$ cat config.mk
export PLATFORM = sky130hd
export DESIGN_NAME = dma_sequencer
export DESIGN_NICKNAME = d
export VERILOG_FILES = /design/src/rtl/dma_sequencer.sv
export SDC_FILE = /design/constraint.sdc
export NUM_CORES = 1
export LEC_CHECK = 0
export ABC_AREA = 1
export CAP_MARGIN = 40
export CORE_ASPECT_RATIO = 0.5
export CORE_MARGIN = 1
export CORE_UTILIZATION = 50
export DETAILED_ROUTE_END_ITERATION = 10
export DONT_BUFFER_PORTS = 1
export MAX_ROUTING_LAYER = met4
export PLACE_DENSITY = 0.66
export RECOVER_POWER = 25
export SLEW_MARGIN = 20
export SYNTH_ARGS = -nofsm -noshare
export SYNTH_HDL_FRONTEND = slang
export SYNTH_SLANG_ARGS = --single-unit
export TNS_END_PERCENT = 10
$ cat constraint.sdc
create_clock -name clk -period 4.2 [get_ports clk]
set_clock_uncertainty 0.05 [all_clocks]
set_input_delay 0.84 -clock clk [delete_from_list [all_inputs] [get_ports clk]]
set_output_delay 0.84 -clock clk [all_outputs]
set_load 0.03 [all_outputs]
$ cat src/rtl/dma_sequencer.sv
// DMA channel sequencer: general DMA / HDMA phase control with one-hot grant to NCH channel engines.
// HDMA requests are latched every clk; everything else advances on cpu_en edges.
module dma_sequencer #(
   parameter int unsigned NCH = 8,
   parameter int unsigned CHW = (NCH > 1) ? $clog2(NCH) : 1
) (
   input  logic           clk,
   input  logic           reset_n,
   input  logic           cpu_en,
   input  logic           mdma_wr,
   input  logic           hdma_wr,
   input  logic [NCH-1:0] wdata,
   input  logic           rr_mode,
   input  logic           hdma_init,
   input  logic           hdma_start,
   input  logic [NCH-1:0] ch_finish,
   input  logic [NCH-1:0] ch_abort,
   input  logic           ch_unit_done,
   output logic           dma,
   output logic [1:0]     phase,
   output logic [NCH-1:0] grant,
   output logic [CHW-1:0] grant_idx,
   output logic [NCH-1:0] start_mask,
   output logic [NCH-1:0] mdma_en_q,
   output logic [NCH-1:0] hdma_en_q,
   output logic [NCH-1:0] hdma_act_q
);

   typedef enum logic [1:0] {IDLE = 2'd0, MDMA = 2'd1, HINIT = 2'd2, HLINE = 2'd3} state_t;

   state_t         state, state_n;
   logic [NCH-1:0] mdma_en, mdma_en_n;
   logic [NCH-1:0] hdma_en, hdma_en_n;
   logic [NCH-1:0] hdma_act, hdma_act_n;
   logic [NCH-1:0] line_mask, line_mask_n;
   logic [NCH-1:0] start_mask_n;
   logic [NCH-1:0] abort_bits;
   logic [CHW-1:0] rr_ptr, rr_ptr_n;
   logic           pend_init, pend_line;
   logic           start_cyc, start_cyc_n;
   logic           mdma_first, mdma_first_n;
   logic           clr_init, clr_line;
   logic           fin_hit;
   logic           enter_init, enter_line, enter_mdma;
   logic           set_init, set_line;

   assign set_init = hdma_init & (hdma_en != '0);
   assign set_line = hdma_start & (hdma_act != '0);

   // Grant: rotated lowest-set-bit search over the active source mask
   always_comb begin
      logic [NCH-1:0] src;
      int             base;
      int             j;
      logic           found;
      grant     = '0;
      grant_idx = '0;
      src       = '0;
      base      = 0;
      found     = 1'b0;
      j         = 0;
      case (state)
         MDMA: begin
            src = mdma_en;
            if (rr_mode) base = int'(rr_ptr);
         end
         HINIT, HLINE: if (!start_cyc) src = line_mask;
         default: ;
      endcase
      for (int i = 0; i < int'(NCH); i++) begin
         j = base + i;
         if (j >= int'(NCH)) j = j - int'(NCH);
         if (!found && src[j]) begin
            found     = 1'b1;
            grant[j]  = 1'b1;
            grant_idx = CHW'(j);
         end
      end
   end

   // Next-state and register-update logic
   always_comb begin
      state_n      = state;
      mdma_en_n    = mdma_en;
      hdma_en_n    = hdma_en;
      hdma_act_n   = hdma_act;
      line_mask_n  = line_mask;
      rr_ptr_n     = rr_ptr;
      start_mask_n = '0;
      start_cyc_n  = 1'b0;
      mdma_first_n = 1'b0;
      clr_init     = 1'b0;
      clr_line     = 1'b0;
      enter_init   = 1'b0;
      enter_line   = 1'b0;
      enter_mdma   = 1'b0;
      fin_hit      = |(ch_finish & grant);
      abort_bits   = start_cyc ? ch_abort : (ch_abort & grant);

      if (hdma_wr) begin
         hdma_en_n  = wdata;
         hdma_act_n = wdata;
      end
      if (mdma_wr) mdma_en_n = wdata;
      else if (state == MDMA) mdma_en_n = mdma_en & ~(ch_finish & grant);

      if (state == MDMA && fin_hit)
         rr_ptr_n = (grant_idx == CHW'(NCH - 1)) ? '0 : grant_idx + CHW'(1);

      // An aborted channel never reports finish, so it leaves the current phase as well
      if (state == HINIT || state == HLINE) begin
         hdma_act_n  = hdma_act_n & ~abort_bits;
         line_mask_n = line_mask & ~((ch_finish & grant) | abort_bits);
         if (start_cyc && hdma_act_n == '0) line_mask_n = '0;
      end

      case (state)
         IDLE: begin
            if (pend_init)            enter_init = 1'b1;
            else if (pend_line)       enter_line = 1'b1;
            else if (mdma_en != '0)   enter_mdma = 1'b1;
         end
         MDMA: begin
            if ((pend_init || pend_line) && (ch_unit_done || mdma_first)) begin
               if (pend_init) enter_init = 1'b1;
               else           enter_line = 1'b1;
               if (!fin_hit && grant != '0) rr_ptr_n = grant_idx;
            end else if (mdma_en_n == '0) begin
               state_n = IDLE;
            end
         end
         HINIT: begin
            if (line_mask_n == '0) begin
               if (pend_line)               enter_line = 1'b1;
               else if (mdma_en_n != '0)    enter_mdma = 1'b1;
               else                         state_n    = IDLE;
            end
         end
         HLINE: begin
            if (line_mask_n == '0) begin
               if (pend_init)               enter_init = 1'b1;
               else if (mdma_en_n != '0)    enter_mdma = 1'b1;
               else                         state_n    = IDLE;
            end
         end
         default: state_n = IDLE;
      endcase

      if (enter_init) begin
         state_n      = HINIT;
         hdma_act_n   = hdma_en_n;
         line_mask_n  = hdma_en_n;
         start_mask_n = hdma_en_n;
         start_cyc_n  = 1'b1;
         clr_init     = 1'b1;
      end
      if (enter_line) begin
         state_n      = HLINE;
         line_mask_n  = hdma_act_n;
         start_mask_n = hdma_act_n;
         start_cyc_n  = 1'b1;
         clr_line     = 1'b1;
      end
      if (enter_mdma) begin
         state_n      = MDMA;
         mdma_first_n = 1'b1;
      end
   end

   always_ff @(posedge clk or negedge reset_n) begin
      if (!reset_n) begin
         state      <= IDLE;
         mdma_en    <= '0;
         hdma_en    <= '0;
         hdma_act   <= '0;
         line_mask  <= '0;
         rr_ptr     <= '0;
         pend_init  <= 1'b0;
         pend_line  <= 1'b0;
         start_cyc  <= 1'b0;
         mdma_first <= 1'b0;
         start_mask <= '0;
         dma        <= 1'b0;
      end else begin
         // A request landing on the same edge as its clear is kept
         pend_init <= set_init | (pend_init & ~(cpu_en & clr_init));
         pend_line <= set_line | (pend_line & ~(cpu_en & clr_line));
         if (cpu_en) begin
            state      <= state_n;
            mdma_en    <= mdma_en_n;
            hdma_en    <= hdma_en_n;
            hdma_act   <= hdma_act_n;
            line_mask  <= line_mask_n;
            rr_ptr     <= rr_ptr_n;
            start_cyc  <= start_cyc_n;
            mdma_first <= mdma_first_n;
            start_mask <= start_mask_n;
            dma        <= (state_n != IDLE);
         end
      end
   end

   assign phase      = state;
   assign mdma_en_q  = mdma_en;
   assign hdma_en_q  = hdma_en;
   assign hdma_act_q = hdma_act;

endmodule

# After elaboration in Yosys (flattened, before gate mapping)

Cells that the tools add are included.

$lt $le $gt $ge: 24
Eq/ne operators: 4
Reduce and logical (&&, ||, !) cells: 42
Bitwise operators: 26
Add/subtract/negate cells: 16
Muxes and demuxes: 127

Operators by type and width:

| cell                  | number |
|---|---|
| $ge 32x1->1 const B   | 8 |
| $ge 32x5->1 const B   | 8 |
| $lt 32x5->1 const B   | 8 |
| $mux 32               | 8 |
| $sub 32x5->32 const B | 8 |
| $mux 8                | 22 |
| $add 32x4->32 const B | 4 |
| $add 32x3->32 const B | 2 |
| $or 8x8->8            | 8 |
| $mux 1                | 51 |
| $mux 3                | 15 |
| $and 8x8->8           | 5 |
| $reduce_bool 8->1     | 5 |
| $add 32x2->32 const B | 1 |
| $bmux 1 s3            | 8 |
| $demux 1 s3           | 8 |
| $logic_not 8->1       | 3 |
| $not 8->8             | 3 |
| $mux 2                | 10 |
| $logic_and 1x1->1     | 19 |
| $pmux 8 s2            | 1 |
| $pmux 1 s3            | 3 |
| $logic_not 1->1       | 8 |
| $reduce_or 8->1       | 1 |
| 12 further kinds      | 22 |

Word-level logic and storage cells: 251
Input port bits: 33
Bits in registers: 50
Output and inout port bits: 46

# Depth between registers and ports, before layout

Word-level depth: 45
Depth in mapped cells: 36
Depth with buffers taken out: 32

# Least setup slack after synthesis

OpenSTA, ideal clock, no wires.

Path type: input to register
From: input port rr_mode
To: register line_mask[7]
Path buffers: 5
Slack: -0.564 ns
Arrival: 4.590 ns
Cell stages on the path: 33
Data required time: 4.026 ns
Library setup time: 0.124 ns
Cells stage by stage: nand2_1 inv_2 nand2_4 buf_2 clkbuf_1 ha_1 buf_2 inv_1 nand3_1 nand3_2 nand2_2 nor2_2 nand4_2 nor2_4 buf_6 nand4_1 nand3_1 nand2_1 nand2_1 inv_1 nand2_1 nand2_1 nand2_2 nand2_2 nor2_4 nand2_2 nand2_1 nand2_2 buf_2 nand3_1 nand2_1 nand2_2 nand3_1

Word-level cells in the longest chain between the ends: 42
Elaborated cells between the ends (all ways): 154
Those cells by class: add/sub: 15; order compare: 24; mux: 76; bitwise: 14; reduce/logical: 25

Ends and longest elaborated chain:

| what                                                   | line     | text |
|---|---|---|
| start: declaration                                     | 13       | `input logic rr_mode,` |
| $mux 3 (*)                                             | 65       | `if (rr_mode) base = int'(rr_ptr);` |
| $mux 3 (*)                                             | 62       | `case (state)` |
| branches (longest 26 deep; another with $add 32x2->32) | n/a      |  |
| $mux 8 (*)                                             | 73       | `if (!found && src[j]) begin` |
| named net grant[2]                                     | 21       | `output logic [NCH-1:0] grant,` |
| $and 8x8->8                                            | 98       | `abort_bits = start_cyc ? ch_abort : (ch_abort & grant);` |
| $mux 8                                                 | 98       |  |
| $not 8->8                                              | 112      | `hdma_act_n = hdma_act_n & ~abort_bits;` |
| [2 not listed]                                         | n/a      |  |
| $logic_and 1x1->1                                      | 114      | `if (start_cyc && hdma_act_n == '0) line_mask_n = '0;` |
| $mux 8 (*)                                             | 114      |  |
| $mux 8 (*)                                             | 111      | `if (state == HINIT \|\| state == HLINE) begin` |
| $logic_not 8->1                                        | 133, 140 |  |
| $mux 1                                                 | 140      | `if (line_mask_n == '0) begin` |
| $pmux 1 s3                                             | 117      | `case (state)` |
| $mux 8                                                 | 149      | `if (enter_init) begin` |
| $mux 8 (*)                                             | 157      | `if (enter_line) begin` |
| end signal: assignment                                 | 193      | `line_mask <= line_mask_n;` |
| end: declaration                                       | 35       | `logic [NCH-1:0] line_mask, line_mask_n;` |

Mark *: on every way through the listed nets, which the timed path passes. The select of a mux whose other input is x is not followed.
A chain may end at the register's enable or synchronous reset.

# Final worst setup path

From: register state[1], in the netlist phase[1]
To: output port grant_idx[1]

Word-level cells in the longest chain between the ends: 29
Elaborated cells between the ends (all ways): 90
Those cells by class: add/sub: 15; order compare: 8; eq/ne: 3; mux: 49; reduce/logical: 15

Ends and longest elaborated chain:

| what                                                   | line | text |
|---|---|---|
| start: declaration                                     | 31   | `state_t state, state_n;` |
| start signal: assignment                               | 189  | `state <= state_n;` |
| branches (longest 28 deep; another with $add 32x2->32) | n/a  |  |
| $mux 3 (*)                                             | 73   |  |
| end: declaration                                       | 22   | `output logic [CHW-1:0] grant_idx,` |

Every way passes the cells marked *. The select of a mux whose other input is x is not followed.

==> flow_summary.toml <==
[floorplanning]
rows = 25
die_height_um = 72.9
dieArea_um2 = 10500
core_area_um2 = 9600
io-pin-count = 79
floorplan.initialDensity = 0.523
die_w_um = 144

[routing]
num_vias = 6097
wirelength_um = 18800
drt_iter0_markers = 594
wl_per_cell_um = 17.4
viasPerCell = 5.65
first_pass_iters = 6
route.detailed.drc = 0
antenna_left = 0

[pwr]
pwr-share-clk = 0.083
p_int_mw = 2.40
power.leakage_nw = 3.47
power_density_nw_per_um2 = 743
combinationalPowerShare = 0.734
p_seq_frac = 0.183
p_sw_frac = 0.533
p_switching_mw = 2.74
vdd_drop_max_v = 0.000490

[placed_design]
place_congestion = 1.02
dp_hpwl_um = 14300
placement.io_buffers = 0

[layout]
fin_util = 0.719
areaGrowthSynthToFinish_pct = 37.5
insertedDiodeCount = 0
drive_gt1_frac = 0.321
fin_nets = 986

[sta]
rsz0062_at_grt = "yes"
slew_violations = 0
period_share = 0.973
fmaxAchievable_mhz = 245
period_needed_ns = 4.09
setup_viol = 0
hold_viol = 0
slew_headroom = 0.589
tightest_slew_ns = 0.613
tns_ns = 0

[synthesis]
synth_edf_count = 0
syn_inst = 823
seq_area_frac_synth = 0.249
syn_nets = 865
synth_area_um2 = 5030
synthArstFlopShare = 1.00
syn_area_per_cell_um2 = 6.11
synth_cell_types = 46
netlist_top_cells_area = "dfrtp_1 (25%), nand2_1 (18%), nand3_1 (11%)"
post-synth-top-count-cell = "nand2_1"
synth.largest_area_cell = "dfrtp_1"
synth_common_cells = "nand2_1 (247), nand3_1 (108), inv_1 (88), nor2_1 (66), o21ai_0 (63)"
synth_warnings = 0
yosysTopAreaCellShare = 0.249
synth_seq_cells = 50
ys.flop_type = "dfrtp_1"

[worst_setup_path]
path_buf_inv = 6
start_kind = "flip-flop"
crit_chain = "nor2_8 > buf_6 > nand2_8 > ha_4 > buf_4 > nand3_1 > nand2_2 > nand2_2 > nand2_4 > nor3_4 > buf_4 > buf_4 > inv_1 > nor2_1 > nor3_1 > o21ai_0 > a21oi_1 > o21ai_1 > a21oi_1 > inv_2"
slowest_stage = "dfrtp_2"
path_class = "reg2out"
timing.rr.start = "phase[1]"
cpPeakStageDelay_ns = 0.47
crit_path_frequent_cell = "buf_4"
reg2regPathDepth = 32
cp.required_ns = 3.31
cpLargestDelayFamily = "simple AND/OR/NAND/NOR gates"
crit_path_end_kind = "output pin"
rrSetupSlack_ns = 0.12
worst-path-max-fanout = 7
reg2reg_to = "line_mask[3]"
cp_data_arrival_time_ns = 3.20

[clock_tree]
cts_buffers = 5
hold_buffers = 0
clkTransAtPathRegs_ns = 0.08
cts_tree = "built"
clk_latency_ns = 0.29
cts_root_buf = "clkbuf_16"
cts_buffer_depth = 2
h-tree-depth = 2
cts_sinks = 50

[flow_run]
max-cap-violations = 0

[min_path]
min_path_type = "in2async"

[global_route]
grt-ovfl-total = 0
grt_pass1_wl_um = 28000
grt_start_max_net_pins = 51
globalRouteTotalUtil = 0.364
grt_pass1_vias = 5363
antenna_found_initial = 0

[status]
outcome = "completed"
==> state kept, by name (all words and copies together), names as in the netlist <==
| name | cells |
|---|---|
| pend_init | 1 |
| hdma_en_q | 8 |
| mdma_first | 1 |
| start_mask | 8 |
| line_mask | 8 |
| mdma_en_q | 8 |
| start_cyc | 1 |
| pend_line | 1 |
| rr_ptr | 3 |
| dma | 1 |
| phase | 2 |
| hdma_act_q | 8 |
==> worst max-delay path by stage <==
stage / from / end / slack [ns] / cells past startpoint
after detailed placement: rr_mode / line_mask[3] / -0.21 / 31
after global placement: rr_mode / line_mask[0] / -0.20 / 31
after floorplan: rr_mode / line_mask[6] / -0.07 / 33
after global routing: phase[1] / dma / -0.15 / 31
after CTS: phase[1] / grant_idx[2] / 0.02 / 19
final: phase[1] / grant_idx[1] / 0.11 / 20
==> power groups by stage <==
stage	Combinational [mW]	Sequential, mW	Clock (mW)
4_1_cts	3.28	0.928	0.432
5_1_grt	4.05	0.951	0.449
2_1_floorplan	2.00	0.918	0
3_3_place_gp	3.23	0.935	0
3_5_place_dp	3.25	0.937	0
6_report	3.77	0.937	0.426
==> what timing repair did <==
action                     CTS  global route
pin swaps                    2            43
cloned                       0             1
setup buffers                2            15
resized for setup            2           112
setup endpoints to repair   10            37
==> cell usage in the layout (no fill, tap or decap), types with 3 or more instances in the layout <==
cell type / instances
nand3_4: 3
nand2_1: 207
nand2_2: 51
a22oi_1: 3
clkbuf_16: 5
clkinv_1: 3
nor2_4: 8
dfrtp_1: 49
ha_1: 5
inv_4: 3
nor2_1: 50
buf_6: 13
buf_4: 124
nand2_4: 11
o21ai_0: 58
nor4_1: 4
nand3_2: 25
nor3_1: 20
nand3_1: 84
inv_1: 84
ha_4: 4
buf_12: 5
nand4_1: 35
nor2_2: 16
o22ai_1: 3
a21oi_1: 12
o21ai_1: 16
inv_2: 6
==> logic make-up after synthesis <==
group	count (synthesis)	synth area share
AND/OR/NAND/NOR	525	0.492
adder cells (fa/ha/maj)	9	0.0224
XOR/XNOR	4	0.0159
AO/OA/AOI/OAI	106	0.117
flip-flops	50	0.249
buffers and inverters	129	0.104
==> per-stage QoR <==
stage / cells / hold WS (ns) / setup slack, ns / power (mW) / cell area, µm²
5_1_grt: 1080 / 0.173 / -0.151 / 5.45 / 6910
2_1_floorplan: 823 / 0.432 / -0.0726 / 2.92 / 5200
4_1_cts: 1065 / 0.179 / 0.0221 / 4.64 / 6380
3_5_place_dp: 1055 / 0.451 / -0.214 / 4.19 / 6210
6_report: 1080 / 0.183 / 0.112 / 5.14 / 6910
3_3_place_gp: 1054 / 0.441 / -0.197 / 4.17 / 6180
==> final cells by class <==
class / instances / area, µm²
clock buffer: 5 / 125
clock inverter: 3 / 28.8
fill: 819 / 2690
inverter: 98 / 387
multi-input combinational: 645 / 3730
sequential: 50 / 1250
tap: 135 / 169
timing repair buffer: 144 / 1220
==> routing by layer <==
layer	share of wire	wire length, µm	GRT usage	vias to the layer above
met5	0	0	-	-
met4	0.018	329	0.0757	0
met3	0.095	1790	0.0472	36
met2	0.45	8370	0.567	327
met1	0.44	8290	0.508	2761
li1	-	-	-	2973
Note: power is estimated with default switching activity, not from simulation.
